<file path="src/rtl/sseg_scan_decoder_pkg.sv">
`default_nettype none
// ============================================================================
// Package     : sseg_pkg
// Description : Shared definitions for the seven-segment scan decoder:
//               segment pattern constants, pattern<->code mapping,
//               blank/illegal codes, anode-to-digit mapping and FSM states.
// Revision    : 1.0 - initial release
// ============================================================================
package sseg_pkg;

    // Segment patterns {g,f,e,d,c,b,a}, active-low, indexed by character code.
    localparam logic [6:0] SEG_PAT_0 = 7'b1000000;
    localparam logic [6:0] SEG_PAT_1 = 7'b0000111;
    localparam logic [6:0] SEG_PAT_2 = 7'b1111111;
    localparam logic [6:0] SEG_PAT_3 = 7'b1111001;
    localparam logic [6:0] SEG_PAT_4 = 7'b0001001;
    localparam logic [6:0] SEG_PAT_5 = 7'b0001000;
    localparam logic [6:0] SEG_PAT_6 = 7'b0010010;
    localparam logic [6:0] SEG_PAT_7 = 7'b1000111;
    // Code 8 is drawn identically to code 5, so it can never be told apart.
    localparam logic [6:0] SEG_PAT_8 = SEG_PAT_5;
    localparam logic [6:0] SEG_PAT_9 = 7'b0100100;

    localparam logic [3:0]  BLANK_CODE   = 4'h2;
    localparam logic [3:0]  ILLEGAL_CODE = 4'hF;
    localparam logic [15:0] BLANK_FRAME  = {4{BLANK_CODE}};

    typedef enum logic [1:0] {
        ST_IDLE   = 2'd0,
        ST_SETTLE = 2'd1,
        ST_HOLD   = 2'd2
    } sseg_state_e;

    // an[3] drives the rightmost digit (digit 0), an[0] the leftmost (digit 3).
    function automatic logic [1:0] an_to_digit(input logic [3:0] an);
        logic [1:0] idx;
        case (an)
            4'b1000: idx = 2'd0;
            4'b0100: idx = 2'd1;
            4'b0010: idx = 2'd2;
            4'b0001: idx = 2'd3;
            default: idx = 2'd0;
        endcase
        return idx;
    endfunction

    function automatic logic an_is_onehot(input logic [3:0] an);
        return (an != 4'b0000) && ((an & (an - 4'd1)) == 4'b0000);
    endfunction

    // Reverse table, for driver-side benches that need to generate patterns.
    function automatic logic [6:0] code_to_pattern(input logic [3:0] code);
        logic [6:0] pat;
        case (code)
            4'd0:    pat = SEG_PAT_0;
            4'd1:    pat = SEG_PAT_1;
            4'd2:    pat = SEG_PAT_2;
            4'd3:    pat = SEG_PAT_3;
            4'd4:    pat = SEG_PAT_4;
            4'd5:    pat = SEG_PAT_5;
            4'd6:    pat = SEG_PAT_6;
            4'd7:    pat = SEG_PAT_7;
            4'd8:    pat = SEG_PAT_8;
            4'd9:    pat = SEG_PAT_9;
            default: pat = 7'b1111111;
        endcase
        return pat;
    endfunction

endpackage
`default_nettype wire

</file>
<file path="src/rtl/sseg_scan_decoder_if.sv">
`default_nettype none
// ============================================================================
// Interface   : sseg_scan_decoder_if
// Description : Display-side lines (segments, decimal point, anodes) and the
//               reconstructed-frame outputs of the scan decoder. The master
//               is the display driver / stimulus, the slave is the decoder.
// Revision    : 1.0 - initial release
// ============================================================================
interface sseg_scan_decoder_if #(
    parameter int CNT_W = 8
) ();

    logic [6:0]       seg_n;
    logic             dp_n;
    logic [3:0]       an;

    logic [15:0]      char_out;
    logic [3:0]       digit_valid;
    logic [3:0]       dp_out;
    logic             frame_valid;
    logic             frame_changed;
    logic [CNT_W-1:0] scroll_count;
    logic             sel_error;

    modport master (
        output seg_n, dp_n, an,
        input  char_out, digit_valid, dp_out, frame_valid, frame_changed,
               scroll_count, sel_error
    );

    modport slave (
        input  seg_n, dp_n, an,
        output char_out, digit_valid, dp_out, frame_valid, frame_changed,
               scroll_count, sel_error
    );

endinterface
`default_nettype wire

</file>
<file path="src/rtl/sseg_scan_decoder_pattern_decode.sv">
`default_nettype none
// ============================================================================
// Module      : sseg_pattern_decode
// Description : Combinational 7-bit segment pattern to 4-bit character code
//               lookup. Unknown patterns return ILLEGAL_CODE.
// Revision    : 1.0 - initial release
// ============================================================================
module sseg_pattern_decode
    import sseg_pkg::*;
(
    input  logic [6:0] seg_i,
    output logic [3:0] code_o
);

    // Table lookup; the pattern shared by codes 5 and 8 always yields 5.
    always_comb begin
        code_o = ILLEGAL_CODE;
        case (seg_i)
            SEG_PAT_0: code_o = 4'd0;
            SEG_PAT_1: code_o = 4'd1;
            SEG_PAT_2: code_o = 4'd2;
            SEG_PAT_3: code_o = 4'd3;
            SEG_PAT_4: code_o = 4'd4;
            SEG_PAT_5: code_o = 4'd5;
            SEG_PAT_6: code_o = 4'd6;
            SEG_PAT_7: code_o = 4'd7;
            SEG_PAT_9: code_o = 4'd9;
            default:   code_o = ILLEGAL_CODE;
        endcase
    end

endmodule
`default_nettype wire

</file>
<file path="src/rtl/sseg_scan_decoder.sv">
`default_nettype none
// ============================================================================
// Module      : sseg_scan_decoder
// Description : Samples the lines of a 4-digit multiplexed seven-segment
//               display, rejects ghosting while digits switch, rebuilds the
//               4-character frame and flags frame changes (scroll steps).
//               Optional macro SSEG_DP_CAPTURE_EN: when defined the decimal
//               point takes part in stability matching and is captured per
//               digit; otherwise dp_n is ignored and dp_out reads 0.
// Revision    : 1.0 - initial release
// ============================================================================
module sseg_scan_decoder
    import sseg_pkg::*;
#(
    parameter int STABLE_CYCLES  = 1024,   // must be >= 2
    parameter int TIMEOUT_CYCLES = 2**20,
    parameter int CNT_W          = 8
) (
    input  logic                clock,
    input  logic                reset,
    sseg_scan_decoder_if.slave  bus
);

    localparam int CNT_BITS = $clog2(STABLE_CYCLES + 1);
    localparam int WD_BITS  = $clog2(TIMEOUT_CYCLES + 1);
    localparam logic [CNT_BITS-1:0] CNT_LAST = CNT_BITS'(STABLE_CYCLES - 1);
    localparam logic [CNT_BITS-1:0] CNT_ONE  = CNT_BITS'(1);
    localparam logic [WD_BITS-1:0]  WD_LAST  = WD_BITS'(TIMEOUT_CYCLES - 1);
`ifdef SSEG_DP_CAPTURE_EN
    localparam int SMP_W = 12;
`else
    localparam int SMP_W = 11;
`endif

    // ------------------------------------------------------------------
    // Input synchronisers
    // ------------------------------------------------------------------
    logic [3:0] an_s1_q,  an_s2_q;
    logic [6:0] seg_s1_q, seg_s2_q;

    // Two-stage synchroniser on anode and segment lines.
    always_ff @(posedge clock or posedge reset) begin
        if (reset) begin
            an_s1_q  <= 4'b0000;
            an_s2_q  <= 4'b0000;
            seg_s1_q <= 7'h7F;
            seg_s2_q <= 7'h7F;
        end else begin
            an_s1_q  <= bus.an;
            an_s2_q  <= an_s1_q;
            seg_s1_q <= bus.seg_n;
            seg_s2_q <= seg_s1_q;
        end
    end

    logic [SMP_W-1:0] sample;

`ifdef SSEG_DP_CAPTURE_EN
    logic dp_s1_q, dp_s2_q;

    // Two-stage synchroniser on the decimal point line.
    always_ff @(posedge clock or posedge reset) begin
        if (reset) begin
            dp_s1_q <= 1'b1;
            dp_s2_q <= 1'b1;
        end else begin
            dp_s1_q <= bus.dp_n;
            dp_s2_q <= dp_s1_q;
        end
    end

    assign sample = {an_s2_q, seg_s2_q, dp_s2_q};
`else
    assign sample = {an_s2_q, seg_s2_q};
`endif

    // ------------------------------------------------------------------
    // Decode and decision terms
    // ------------------------------------------------------------------
    logic [3:0] code;

    sseg_pattern_decode u_decode (
        .seg_i  (seg_s2_q),
        .code_o (code)
    );

    sseg_state_e      state_q;
    logic [CNT_BITS-1:0] cnt_q;
    logic [WD_BITS-1:0]  wd_q;
    logic [SMP_W-1:0] sample_prev_q;
    logic [15:0]      chars_q;
    logic [15:0]      prev_frame_q;
    logic             prev_valid_q;
    logic [3:0]       mask_q;
    logic [3:0]       digit_valid_q;
    logic             frame_valid_q;
    logic             frame_changed_q;
    logic             sel_error_q;
    logic [CNT_W-1:0] scroll_q;

    logic [3:0]  an_prev;
    logic        an_legal;
    logic        an_multi;
    logic        an_changed;
    logic        same_sample;
    logic        capture;
    logic [1:0]  digit_idx;
    logic [15:0] frame_d;
    logic [3:0]  mask_d;
    logic        frame_differs;

    assign an_prev     = sample_prev_q[SMP_W-1 -: 4];
    assign an_legal    = an_is_onehot(an_s2_q);
    assign an_multi    = (an_s2_q != 4'b0000) && !an_legal;
    assign an_changed  = (an_s2_q != an_prev);
    assign same_sample = (sample == sample_prev_q);
    assign digit_idx   = an_to_digit(an_s2_q);

    // The counter already holds the number of identical samples seen before
    // this one, so this edge brings it to STABLE_CYCLES.
    assign capture = (state_q == ST_SETTLE) && an_legal && same_sample &&
                     (cnt_q == CNT_LAST);

    // Frame contents and capture mask as they will be after this capture.
    always_comb begin
        frame_d = chars_q;
        frame_d[{digit_idx, 2'b00} +: 4] = code;
        mask_d  = mask_q | (4'b0001 << digit_idx);
    end

    assign frame_differs = !prev_valid_q || (frame_d != prev_frame_q);

    // ------------------------------------------------------------------
    // FSM, capture slots, frame tracking and watchdog
    // ------------------------------------------------------------------
`ifdef SSEG_DP_CAPTURE_EN
    logic [3:0] dp_out_q;
`endif

    // Stability FSM with registered outputs; capture updates frame state.
    always_ff @(posedge clock or posedge reset) begin
        if (reset) begin
            state_q         <= ST_IDLE;
            cnt_q           <= '0;
            wd_q            <= '0;
            sample_prev_q   <= '0;
            chars_q         <= BLANK_FRAME;
            prev_frame_q    <= BLANK_FRAME;
            prev_valid_q    <= 1'b0;
            mask_q          <= 4'b0000;
            digit_valid_q   <= 4'b0000;
            frame_valid_q   <= 1'b0;
            frame_changed_q <= 1'b0;
            sel_error_q     <= 1'b0;
            scroll_q        <= '0;
`ifdef SSEG_DP_CAPTURE_EN
            dp_out_q        <= 4'b0000;
`endif
        end else begin
            sample_prev_q   <= sample;
            frame_valid_q   <= 1'b0;
            frame_changed_q <= 1'b0;
            // Only the first cycle of a given multi-hot value is flagged.
            sel_error_q     <= an_multi && an_changed;

            if (!an_legal) begin
                state_q <= ST_IDLE;
                cnt_q   <= '0;
            end else begin
                unique case (state_q)
                    ST_IDLE: begin
                        state_q <= ST_SETTLE;
                        cnt_q   <= CNT_ONE;
                    end
                    ST_SETTLE: begin
                        if (!same_sample) begin
                            cnt_q <= CNT_ONE;
                        end else if (capture) begin
                            state_q <= ST_HOLD;
                        end else begin
                            cnt_q <= cnt_q + 1'b1;
                        end
                    end
                    ST_HOLD: begin
                        // Segment changes while the same digit is selected
                        // are ignored; only a new anode restarts settling.
                        if (an_changed) begin
                            state_q <= ST_SETTLE;
                            cnt_q   <= CNT_ONE;
                        end
                    end
                    default: begin
                        state_q <= ST_IDLE;
                        cnt_q   <= '0;
                    end
                endcase
            end

            if (capture) begin
                chars_q                  <= frame_d;
                digit_valid_q[digit_idx] <= 1'b1;
                wd_q                     <= '0;
`ifdef SSEG_DP_CAPTURE_EN
                dp_out_q[digit_idx]      <= ~dp_s2_q;
`endif
                if (mask_d == 4'hF) begin
                    frame_valid_q <= 1'b1;
                    if (frame_differs) begin
                        frame_changed_q <= 1'b1;
                        scroll_q        <= scroll_q + 1'b1;
                    end
                    prev_frame_q <= frame_d;
                    prev_valid_q <= 1'b1;
                    mask_q       <= 4'b0000;
                end else begin
                    mask_q <= mask_d;
                end
            end else if (wd_q == WD_LAST) begin
                // Display went quiet: forget what was seen, keep the text.
                digit_valid_q <= 4'b0000;
                mask_q        <= 4'b0000;
                prev_valid_q  <= 1'b0;
                wd_q          <= '0;
            end else begin
                wd_q <= wd_q + 1'b1;
            end
        end
    end

    // ------------------------------------------------------------------
    // Outputs
    // ------------------------------------------------------------------
    assign bus.char_out      = chars_q;
    assign bus.digit_valid   = digit_valid_q;
    assign bus.frame_valid   = frame_valid_q;
    assign bus.frame_changed = frame_changed_q;
    assign bus.scroll_count  = scroll_q;
    assign bus.sel_error     = sel_error_q;
`ifdef SSEG_DP_CAPTURE_EN
    assign bus.dp_out        = dp_out_q;
`else
    assign bus.dp_out        = 4'b0000;
`endif

endmodule
`default_nettype wire

</file>
<file path="src/flat_wrapper.sv">
// flat-port wrapper written by rule: the top's interface ports become plain ports
module sseg_scan_decoder_flat import sseg_pkg::*;
#(
    parameter int STABLE_CYCLES  = 1024,                  
    parameter int TIMEOUT_CYCLES = 2**20,
    parameter int CNT_W          = 8
)
  (clock, reset, bus_seg_n, bus_dp_n, bus_an, bus_char_out, bus_digit_valid, bus_dp_out, bus_frame_valid, bus_frame_changed, bus_scroll_count, bus_sel_error);
  sseg_scan_decoder_if #(.CNT_W(CNT_W)) bus_i ();
  input  logic clock;
  input  logic reset;
  input wire logic [$bits(bus_i.seg_n)-1:0] bus_seg_n;
  input wire logic [$bits(bus_i.dp_n)-1:0] bus_dp_n;
  input wire logic [$bits(bus_i.an)-1:0] bus_an;
  output wire logic [$bits(bus_i.char_out)-1:0] bus_char_out;
  output wire logic [$bits(bus_i.digit_valid)-1:0] bus_digit_valid;
  output wire logic [$bits(bus_i.dp_out)-1:0] bus_dp_out;
  output wire logic [$bits(bus_i.frame_valid)-1:0] bus_frame_valid;
  output wire logic [$bits(bus_i.frame_changed)-1:0] bus_frame_changed;
  output wire logic [$bits(bus_i.scroll_count)-1:0] bus_scroll_count;
  output wire logic [$bits(bus_i.sel_error)-1:0] bus_sel_error;
  assign bus_i.seg_n = bus_seg_n;
  assign bus_i.dp_n = bus_dp_n;
  assign bus_i.an = bus_an;
  assign bus_char_out = bus_i.char_out;
  assign bus_digit_valid = bus_i.digit_valid;
  assign bus_dp_out = bus_i.dp_out;
  assign bus_frame_valid = bus_i.frame_valid;
  assign bus_frame_changed = bus_i.frame_changed;
  assign bus_scroll_count = bus_i.scroll_count;
  assign bus_sel_error = bus_i.sel_error;
  sseg_scan_decoder #(.STABLE_CYCLES(STABLE_CYCLES), .TIMEOUT_CYCLES(TIMEOUT_CYCLES), .CNT_W(CNT_W)) u_core (.clock(clock), .reset(reset), .bus(bus_i));
endmodule
</file>
<file path="config.mk">
export PLATFORM = sky130hd
export DESIGN_NAME = sseg_scan_decoder_flat
export DESIGN_NICKNAME = d
export VERILOG_FILES = /design/src/rtl/sseg_scan_decoder_pkg.sv /design/src/rtl/sseg_scan_decoder_if.sv /design/src/rtl/sseg_scan_decoder_pattern_decode.sv /design/src/rtl/sseg_scan_decoder.sv /design/src/flat_wrapper.sv
export SDC_FILE = /design/constraint.sdc
export NUM_CORES = 1
export LEC_CHECK = 0
export BUFFER_PORTS_ARGS = -buffer_cell sky130_fd_sc_hd__buf_2
export CAP_MARGIN = 20
export CORE_UTILIZATION = 60
export CTS_CLUSTER_DIAMETER = 150
export DETAILED_ROUTE_END_ITERATION = 10
export HOLD_SLACK_MARGIN = 0.1
export PLACE_DENSITY = 0.8
export SLEW_MARGIN = 20
export SYNTH_ARGS = -nofsm -noshare
export SYNTH_HDL_FRONTEND = slang
export SYNTH_SLANG_ARGS = --single-unit
</file>
<file path="constraint.sdc">
create_clock -name clock -period 4.7 [get_ports clock]
set_clock_uncertainty 0.15 [all_clocks]
set_input_delay 0.235 -clock clock [delete_from_list [all_inputs] [get_ports clock]]
set_output_delay 0.235 -clock clock [all_outputs]
set_load 0.01 [all_outputs]
</file>
======== After elaboration in Yosys (flattened, before gate mapping) ========
Index checks and enable logic that the tools add are counted.
operators by class
  add/sub/neg operators ................... 5
  $lt $le $gt $ge ......................... 2
  equality and inequality tests ........... 25
  shift-type cells ........................ 3
  muxes and demuxes ....................... 29
  bitwise operators ....................... 3
  reductions and logical operators ........ 19
operator list
  kind                                                   number
  2-to-1 mux 11 bit                                      4
  2-to-1 mux 21 bit                                      2
  one-hot mux 4 bit (9 select lines)                     1
  one-hot mux 11 bit (3 select lines)                    1
  == test 7 bit (second input constant)                  4
  adder 21 x 1 -> 21 bit (second input constant)         1
  == test 21 x 20 -> 1 bit (second input constant)       1
  bitwise mux 16 bit                                     1
  2-to-1 mux 4 bit                                       4
  inequality test 16 bit                                 1
  variable shift 4 x 6 -> 16 bit (first input constant)  1
  indexed part select 4 x 6 -> 16 bit                    1
  == test 7 x 4 -> 1 bit (second input constant)         2
  one-hot mux 2 bit (3 select lines)                     2
  adder 11 x 1 -> 11 bit (second input constant)         1
  == test 11 x 10 -> 1 bit (second input constant)       1
  == test 11 bit                                         1
  2-to-1 mux 1 bit                                       9
  inequality test 3 bit (second input constant)          3
  adder 8 x 1 -> 8 bit (second input constant)           1
  2-to-1 mux 2 bit                                       4
  bitwise OR 4 bit                                       2
  == test 7 x 3 -> 1 bit (second input constant)         1
  == test 7 x 5 -> 1 bit (second input constant)         1
  other kinds (26)                                       36
word-level totals
  register bits ........................... 119
  input bits .............................. 14
  output and inout port bits .............. 35
  logic and storage cells ................. 103

======== Logic depth before layout (Yosys ltp) ========
Gate-level depths: netlist of run 1.
  depth after elaboration ................. 11
  gate-level depth with buffers ........... 14
  gate-level depth less buffers ........... 12

======== Hierarchy ========
Synthesis of run 1 repeated with hierarchy kept, for this count alone.
second synthesis, totals
  cell total of the unflattened synthesis .. 537
  area, all modules ....................... 5529.1 µm²
modules (own cells, without submodules)
  module               instances  cells an instance  area each (µm²)  seq. area each (µm²)
  sseg_scan_decoder    1          511                5341.4           3005.4
  sseg_pattern_decode  1          26                 187.7            0.0

======== Least setup slack after synthesis of run 1 ========
OpenSTA, ideal clock, no wires.
  path kind ............................... register -> register
  start ................................... reg u_core.an_s2_q[0]
  end ..................................... reg u_core.scroll_q[6] (netlist: u_core.bus.scroll_count[6])
  setup time .............................. 0.144 ns
  arrival time ............................ 3.782 ns
  required time ........................... 4.406 ns
  path slack .............................. 0.624 ns
  cell stages (with the launch flop) ...... 15
  buffers on the path ..................... 2
  clock period less this slack ............ 4.076 ns
  cells stage by stage .................... dfrtp_1 > buf_2 > xor2_1 > nand2_1 > inv_1 > ha_1 > buf_4 > or3b_4 > and3_1 > or4_4 > a2111oi_4 > nand4_2 > nor4_4 > a2111oi_1 > xor2_1
on the way
  cells in the longest elaborated chain, start to end .. 8
  elaborated cells on any way between the ends .. 23
  classes of those cells .................. add/sub: 2; eq/ne: 6; shift: 3; mux: 2; bitwise: 2; reduce/logical: 8
RTL lines
  element                                                                  line                                                      text
  start: declaration                                                       sseg_scan_decoder.sv:38                                   logic [3:0] an_s1_q, an_s2_q;
  start signal: assignment                                                 sseg_scan_decoder.sv:50                                   an_s2_q <= an_s1_q;
  == test 4 x 1 -> 1 bit, or another cell as far along                     sseg_scan_decoder_pkg.sv:37                               case (an)
  one-hot mux 2 bit (3 select lines) or bitwise AND 4 bit (tied branches)  sseg_scan_decoder_pkg.sv:37, sseg_scan_decoder_pkg.sv:48
  negator 4 -> 6 bit or zero test 4 bit (tied branches)                    sseg_scan_decoder.sv:127, sseg_scan_decoder_pkg.sv:48
  indexed part select 4 x 6 -> 16 bit, or another cell as far along        sseg_scan_decoder.sv:127                                  frame_d[{digit_idx, 2'b00} +: 4] = code;
  bitwise mux 16 bit or logical AND 1 bit (tied branches)                  sseg_scan_decoder.sv:127, sseg_scan_decoder.sv:121
  inequality test 16 bit or logical AND 1 bit (tied branches)              sseg_scan_decoder.sv:131, sseg_scan_decoder.sv:121
  logical OR 1 bit or logical AND 1 bit (tied branches)                    sseg_scan_decoder.sv:131, sseg_scan_decoder.sv:121
  AND reduction 3 bit (no source line) (*)                                 --
  end signal: assignment                                                   sseg_scan_decoder.sv:210                                  scroll_q <= scroll_q + 1'b1;
  end: declaration                                                         sseg_scan_decoder.sv:99                                   logic [CNT_W-1:0] scroll_q;
Mark *: on every way between the ends. The rest lies on a longest branch, timed or not.
A chain may end at the register's enable or synchronous reset.

======== Worst setup path in the final report of run 1 ========
  start ................................... reg u_core.an_s2_q[2]
  end ..................................... reg u_core.scroll_q[6] (netlist: u_core.bus.scroll_count[6])
Same word-level chain as after synthesis.

==> impl_results.md, run 1 <==
* H-tree depth at 4
* Std-Cell Rows at 36
* Predominant post-synthesis flop cell: dfrtp_1
* Final min period at 4.34 ns
* # clock sinks at 119
* Synth top area share at 39.9%
* Pre-antenna DRT Iters at 5
* Largest family of logic cells by synthesized area: simple AND/OR/NAND/NOR gates
* Worst Path Arrival at approximately 4.6 ns
* Total global-route track usage at 30.6%
* CTS tree: yes
* Most frequent cells in the layout: 97 x dfrtp_1, 81 x nand2_1, 58 x nor2_1
* Vias at approximately 5000
* Clock slew at the register clock pins of the worst setup and hold paths at 0.06 ns
* Sequential share of the synthesized area at around half
* Hold Vio Cnt, Final at 0
* Slew Limit Headroom at 40.9%
* Yosys top cell by area: dfrtp_1
* Worst min-delay path class: flop to flop
* Commonest non-fill, non-tap cell in the layout: dfrtp_1
* Initial drt markers at 321
* Die H at 103 um
* Post-synthesis adder-cell area fraction at under 10%
* WHS Path Cells at 0
* Period utilization at 92.3%
* Async SR Flop Fraction at 100%
* Port-buffer cells at 43
* TritonCTS Buffers at 17
* Post-synthesis mux area share at 0.678%
* GPL Wtd Cong at about 1
* Vias in the first global route at roughly 4700
* Critical Path Start Type: flop
* Fillcell total at 733
* Complex-gate fraction of the synthesized area at 15.0%
* Final setup viols at 0
* CP Capture Type: flop
* Dpl hpwl at 10.2 mm
* Tightest Pin Transition at 0.886 ns
* Die Width at roughly 100 um
* First-pass GRT wire length at 23.7 mm
* Design Power at 0.00252 W
* RSZ-0062 raised after global routing: no
* Drt total wl at between 10 and 15 mm
* Status: finished clean
* Number of diodes at 0
* Post-Synth XOR/XNOR Area at 7.05%
* Largest net degree at the start of global routing at slightly below 80
* Worst Reg-to-Reg Cells at 12
* EDFF count, synth at 0
* Netlist Area Pre-Place at 6090 sq um
* Detail Route Antenna Nets at 0
* Fin. max-slew vios at 0
* Die ar. at around 11000 sq um
* CTS max path bufs at 2
* IO Pins at 49
* Antenna violations before repair at 0
* Fmax at 231 MHz
* Final net count at 718
* Post-synthesis register bit count at 119
* Setup TNS at 0 ns
* Worst VDD drop at 0.273 mV
* Post-route DRC at 0
* Vias per cell at 5.86
* Distinct cell type count after synthesis at a little under 70
* Maxcap violations at 0
* Share of cells above drive strength 1 at 17.3%
* Mapped Cells at 629
* GRT overflow at 0
* WS Path Type: flop to flop
* CP max FO at 10
* Power per cell area at 351 nW/um^2
* Clk_lat worst skew at approximately 0.54 ns
* Ys Warns at 0
* CORE AREA at 9820 sq um
* Area Overhead vs Synth at 17.9%
* Worst path required time at a little under 5 ns
* Simple-gate portion of the synthesized area at 22.3%
* Per-cell routed wire length at 17.3 um
* Leak at 3.31 nW
* Synth area leaders: dfrtp_1 40%, dfstp_2 9.5%, xor2_1 5.8%, nand2_1 5.0%, nor2_1 3.6%
* Synth Area per Inst at 9.68 sq um
* Starting density of the core at between 60% and 70%
* Setup Buffers After CTS at 0
* Root buf cell: clkbuf_8
==> registers in the layout, summed over array words and instances, names as in the netlist <==
name / flops
u_core.bus.sel_error: 1
u_core.cnt_q: 11
u_core.bus.frame_changed: 1
u_core.bus.char_out: 16
u_core.bus.frame_valid: 1
u_core.state_q: 2
u_core.prev_frame_q: 16
u_core.an_s2_q: 4
u_core.wd_q: 21
u_core.an_s1_q: 4
u_core.prev_valid_q: 1
u_core.sample_prev_q: 11
u_core.mask_q: 4
u_core.seg_s2_q: 7
u_core.seg_s1_q: 7
u_core.bus.digit_valid: 4
u_core.bus.scroll_count: 8
==> report_power, final <==
part,switching (W),internal (W)
registers,0.0000173,0.00105
clock network,0.000450,0.000861
logic,0.0000900,0.0000534
total,0.000557,0.00196
==> cell usage after synthesis, drive strengths merged (6+ instances only) <==
library cell / number
and3: 17
clkbuf: 10
nor3: 13
xnor2: 9
a2111oi: 6
a21o: 11
xor2: 40
buf: 14
nor2: 59
nand2b: 18
inv: 20
dfrtp: 97
dfstp: 22
nand2: 81
ha: 11
o21ai: 43
nor4: 7
nand4: 6
nand3: 23
o22ai: 7
a21oi: 33
==> worst max-delay path, stage by stage (launching register included) <==
cell	delay, ns
dfrtp_1	0.56
xor2_2	0.29
nand2_1	0.20
inv_1	0.21
ha_1	0.34
or3b_4	0.45
and3_1	0.17
or4_4	0.49
a2111oi_4	0.32
nand4_2	0.20
nor4_4	0.47
a2111oi_1	0.17
xor2_1	0.18
==> worst paths after layout <==
path                                              from                                endpoint  slack (ns)
setup / recovery           u_core.an_s2_q[2]$_DFF_PP0_  u_core.bus.scroll_count[6]$_DFFE_PP0P_        0.36
hold / removal             u_core.an_s1_q[3]$_DFF_PP0_             u_core.an_s2_q[3]$_DFF_PP0_        0.20
min in group asynchronous                        reset       u_core.sample_prev_q[4]$_DFF_PP0_        0.30
max in group asynchronous                        reset     u_core.bus.char_out[13]$_DFFE_PP1P_        3.03
hold reg to reg            u_core.an_s1_q[3]$_DFF_PP0_             u_core.an_s2_q[3]$_DFF_PP0_        0.20
setup reg to reg           u_core.an_s2_q[2]$_DFF_PP0_  u_core.bus.scroll_count[6]$_DFFE_PP0P_        0.36
==> cells by family after synthesis <==
family          Yosys count
flops                   119
compound gates          136
mux                       4
simple gates            265
fa+ha+maj                11
xor+xnor                 49
other cells               1
buf+inv                  44
==> per-layer routing <==
layer  track usage, %  vias to the layer above  part of all wire [%]
met3             7.32                       35                   5.5
li1                 -                     2325                     -
met2             48.6                      158                    47
met5                0                        -                     0
met4             14.3                        0                   2.7
met1             39.6                     2395                    45
==> area by class of cell <==
class                           instances  area [sq um]  share of cell area, %
Sequential cell                       119          3010                   41.9
Inverter                               20          77.6                   1.08
Tap cell                              133           166                   2.32
Timing Repair Buffer                   66           418                   5.82
Multi-Input combinational cell        469          2910                   40.5
Clock buffer                           24           480                   6.70
Clock inverter                          8           120                   1.67
==> stage by stage <==
step	utilization [%]	area, sq um	hold WS [ns]	cells	worst slack [ns]
after floorplan	-	6100	0.0895	632	0.624
after global placement	65.6	6440	0.185	795	0.358
after detailed placement	65.6	6440	0.185	795	0.215
after CTS	73.0	7170	0.171	839	0.200
after global routing	73.1	7180	0.181	839	0.0289
final	73.1	7180	0.196	839	0.363
==> repair_timing <==
action / 4_1_cts / 5_1_grt
endpoints found under the hold margin: 76 / 0
endpoints found under the setup margin: 0 / 6
gates resized for setup: 0 / 2
hold buffers: 12 / 0
No activity file was read; power rests on OpenSTA's default activity.
==> run 2, diff against run 1 <==
- CELL_PAD_IN_SITES_DETAIL_PLACEMENT: unset -> 2
- CELL_PAD_IN_SITES_GLOBAL_PLACEMENT: unset -> 2
- CORE_UTILIZATION: 60 -> 38
- PLACE_DENSITY: 0.8 -> 0.79
==> run 2 against run 1 <==
Compared with the run above:
- first-iteration DRC count decreased by 19%
- utilization fell by 26 points
- cell count up 9.5%
- worst hold slack better by 0.0015 ns
- largest power group unchanged
- highest routed layer unchanged
==> impl_results.md, run 2 (synthesized netlist as in run 1, its figures left out) <==
* Setup TNS at 0 ns (unchanged)
* Post-Layout Cell Count at 919 (+9.5%)
* CP max stage delay at 0.56 ns (about the same)
* CTS tree: yes
* Worst min-delay path class: flop to flop
* Crit path launch: u_core.an_s2_q[2]$_DFF_PP0_
* Fmax at 230 MHz (-0.35%)
* Maxcap violations at 0 (unchanged)
* Post-route DRC at 0 (unchanged)
* Master of the slowest instance on the critical path: dfrtp_1
* Reg2reg start: u_core.an_s2_q[2]$_DFF_PP0_
* IO Pins at 49 (unchanged)
* Die H at 129 um (+25%)
* Slew Limit Headroom at 35.6% (-5.3 points)
* Hold Vio Cnt, Final at 0 (unchanged)
* Drt total wl at 19.4 mm (+34%)
* Vias per cell at 5.52 (-5.8%)
* Most frequent cells in the layout: 97 x dfrtp_1, 81 x nand2_1, 58 x nor2_1
* Std-Cell Rows at 45 (+25%)
* First-pass GRT wire length at 32.0 mm (+35%)
* Fin. max-slew vios at 0 (unchanged)
* CORE AREA at 15400 sq um (+57%)
* Placed insts at 875 (+10%)
* Commonest non-fill, non-tap cell in the layout: dfrtp_1
* Starting density of the core at 39.5% (-23 points)
* RSZ-0062 raised after global routing: no
* CP Capture Type: flop
* Worst VDD drop at 0.236 mV (-13%)
* Detail Route Antenna Nets at 0 (unchanged)
* Critical-path cell list: xor2_2, nand2_1, inv_1, ha_1, buf_4, nor3b_1, a2111oi_0, o2111ai_1, nor4_1, nand4_2, nor4_4, a2111oi_1, xor2_1
* Die ar. at 16500 sq um (+57%)
* Area Overhead vs Synth at 20.3%
* Total global-route track usage at 25.7% (-4.9 points)
* Vias at 5072 (+3.2%)
* Share of cells above drive strength 1 at 17.8% (+0.52 points)
* Status: finished clean
* Clk_lat worst skew at 0.42 ns (-0.12 ns)
* Root buf cell: clkbuf_16
* # clock sinks at 119 (unchanged)
* Initial drt markers at 261 (-19%)
* Number of flip-flops in the largest register at 21 (unchanged)
* Final Worst Setup Slack at 0.348 ns (-0.0152 ns)
* Final net count at 720 (+0.28%)
* Antenna violations before repair at 0 (unchanged)
* Tightest Pin Transition at 0.956 ns (+0.0703 ns)
* Hold Crit Start: u_core.an_s1_q[1]$_DFF_PP0_
* Fillcell total at 1675 (+130%)
* Clock slew at the register clock pins of the worst setup and hold paths at 0.06 ns (about the same)
* Pre-antenna DRT Iters at 4 (-1)
* Port-buffer cells at 43 (unchanged)
* Setup Buffers After CTS at 0 (unchanged)
* GPL Wtd Cong at 0.871 (-13%)
* Worst slack, placed at 0.251 ns (+0.0359 ns)
* Placed inst area at 6560 sq um (+1.7%)
* Most flops, register: u_core.wd_q
* Final min period at 4.35 ns (+0.0152 ns)
* Fin area at 7320 sq um (+2.0%)
* Leak at 3.34 nW (+0.68%)
* Die Width at 129 um (+25%)
* Dpl hpwl at 13.3 mm (+30%)
* CP max FO at 9 (-1)
* GRT overflow at 0 (unchanged)
* Number of diodes at 0 (unchanged)
* Per-cell routed wire length at 21.1 um (+22%)
* Design Power at 0.00261 W (+3.7%)
* H-tree depth at 4 (unchanged)
* Final setup viols at 0 (unchanged)
* WS Path Type: flop to flop
* Worst Path Arrival at 4.49 ns (-0.09 ns)
* Period utilization at 92.6% (+0.32 points)
* Vias in the first global route at 5764 (+22%)
* Power per cell area at 357 nW/um^2 (+1.6%)
* CTS max path bufs at 2 (unchanged)
* Critical Path Start Type: flop
* Worst path required time at 4.83 ns (-0.11 ns)
* TritonCTS Buffers at 17 (unchanged)
* Largest net degree at the start of global routing at 87 (+13%)
## run 2: timing repair
action | CTS | global route
hold buffers | 12 | 0
endpoints found under the setup margin | 0 | 7
hold endpoints to repair | 86 | 0
gates resized for setup | 0 | 2
## run 2: final cells by class
type	count	area, sq um	area share, %
clock buffers	20	468	6.39
flip-flops and latches	119	3010	41.1
well taps	211	264	3.61
multi-input cells	469	2910	39.7
inverters	20	80.1	1.09
clock inverters	12	163	2.22
repair buffers	68	433	5.91
## run 2: path summary, 6_finish.rpt
kind                                                           to  slack [ns]  cells after the start
setup reg to reg           u_core.bus.scroll_count[6]$_DFFE_PP0P_        0.35                     13
setup / recovery           u_core.bus.scroll_count[6]$_DFFE_PP0P_        0.35                     13
min in group asynchronous               u_core.wd_q[14]$_DFF_PP0_        0.35                      3
max in group asynchronous      u_core.prev_frame_q[9]$_DFFE_PP1P_        3.05                      4
hold reg to reg                       u_core.an_s2_q[1]$_DFF_PP0_        0.20                      0
hold / removal                        u_core.an_s2_q[1]$_DFF_PP0_        0.20                      0
## run 2: critical path: cells and delay by family (launching register included)
kind,cells,cell delay (ns)
flip-flops,1,0.56
XOR/XNOR,2,0.51
buffers and inverters,2,0.43
AND/OR/NAND/NOR,5,1.42
adder cells (fa/ha/maj),1,0.35
AO/OA/AOI/OAI,3,0.81
## run 2: power breakdown
group	leakage [nW]	switching (W)	internal [W]
combinational	1.51	0.000100	0.0000538
sequential	1.52	0.0000195	0.00105
clock	0.303	0.000506	0.000886
## run 2: per-layer routing
metal	global-route usage (%)	share of wire (%)	wire, um	vias to the layer above
met5	0	0	0	-
met1	30.6	42	8200	2617
met2	46.1	52	10200	87
met4	10.7	2.3	456	0
li1	-	-	-	2339
met3	4.07	3.1	594	29
## run 2: through the flow
stage	hold slack (ns)	utilization, %
after floorplan	0.0895	-
after global placement	0.182	42.5
after detailed placement	0.188	42.5
after CTS	0.200	47.4
after global routing	0.212	47.5
final	0.197	47.5
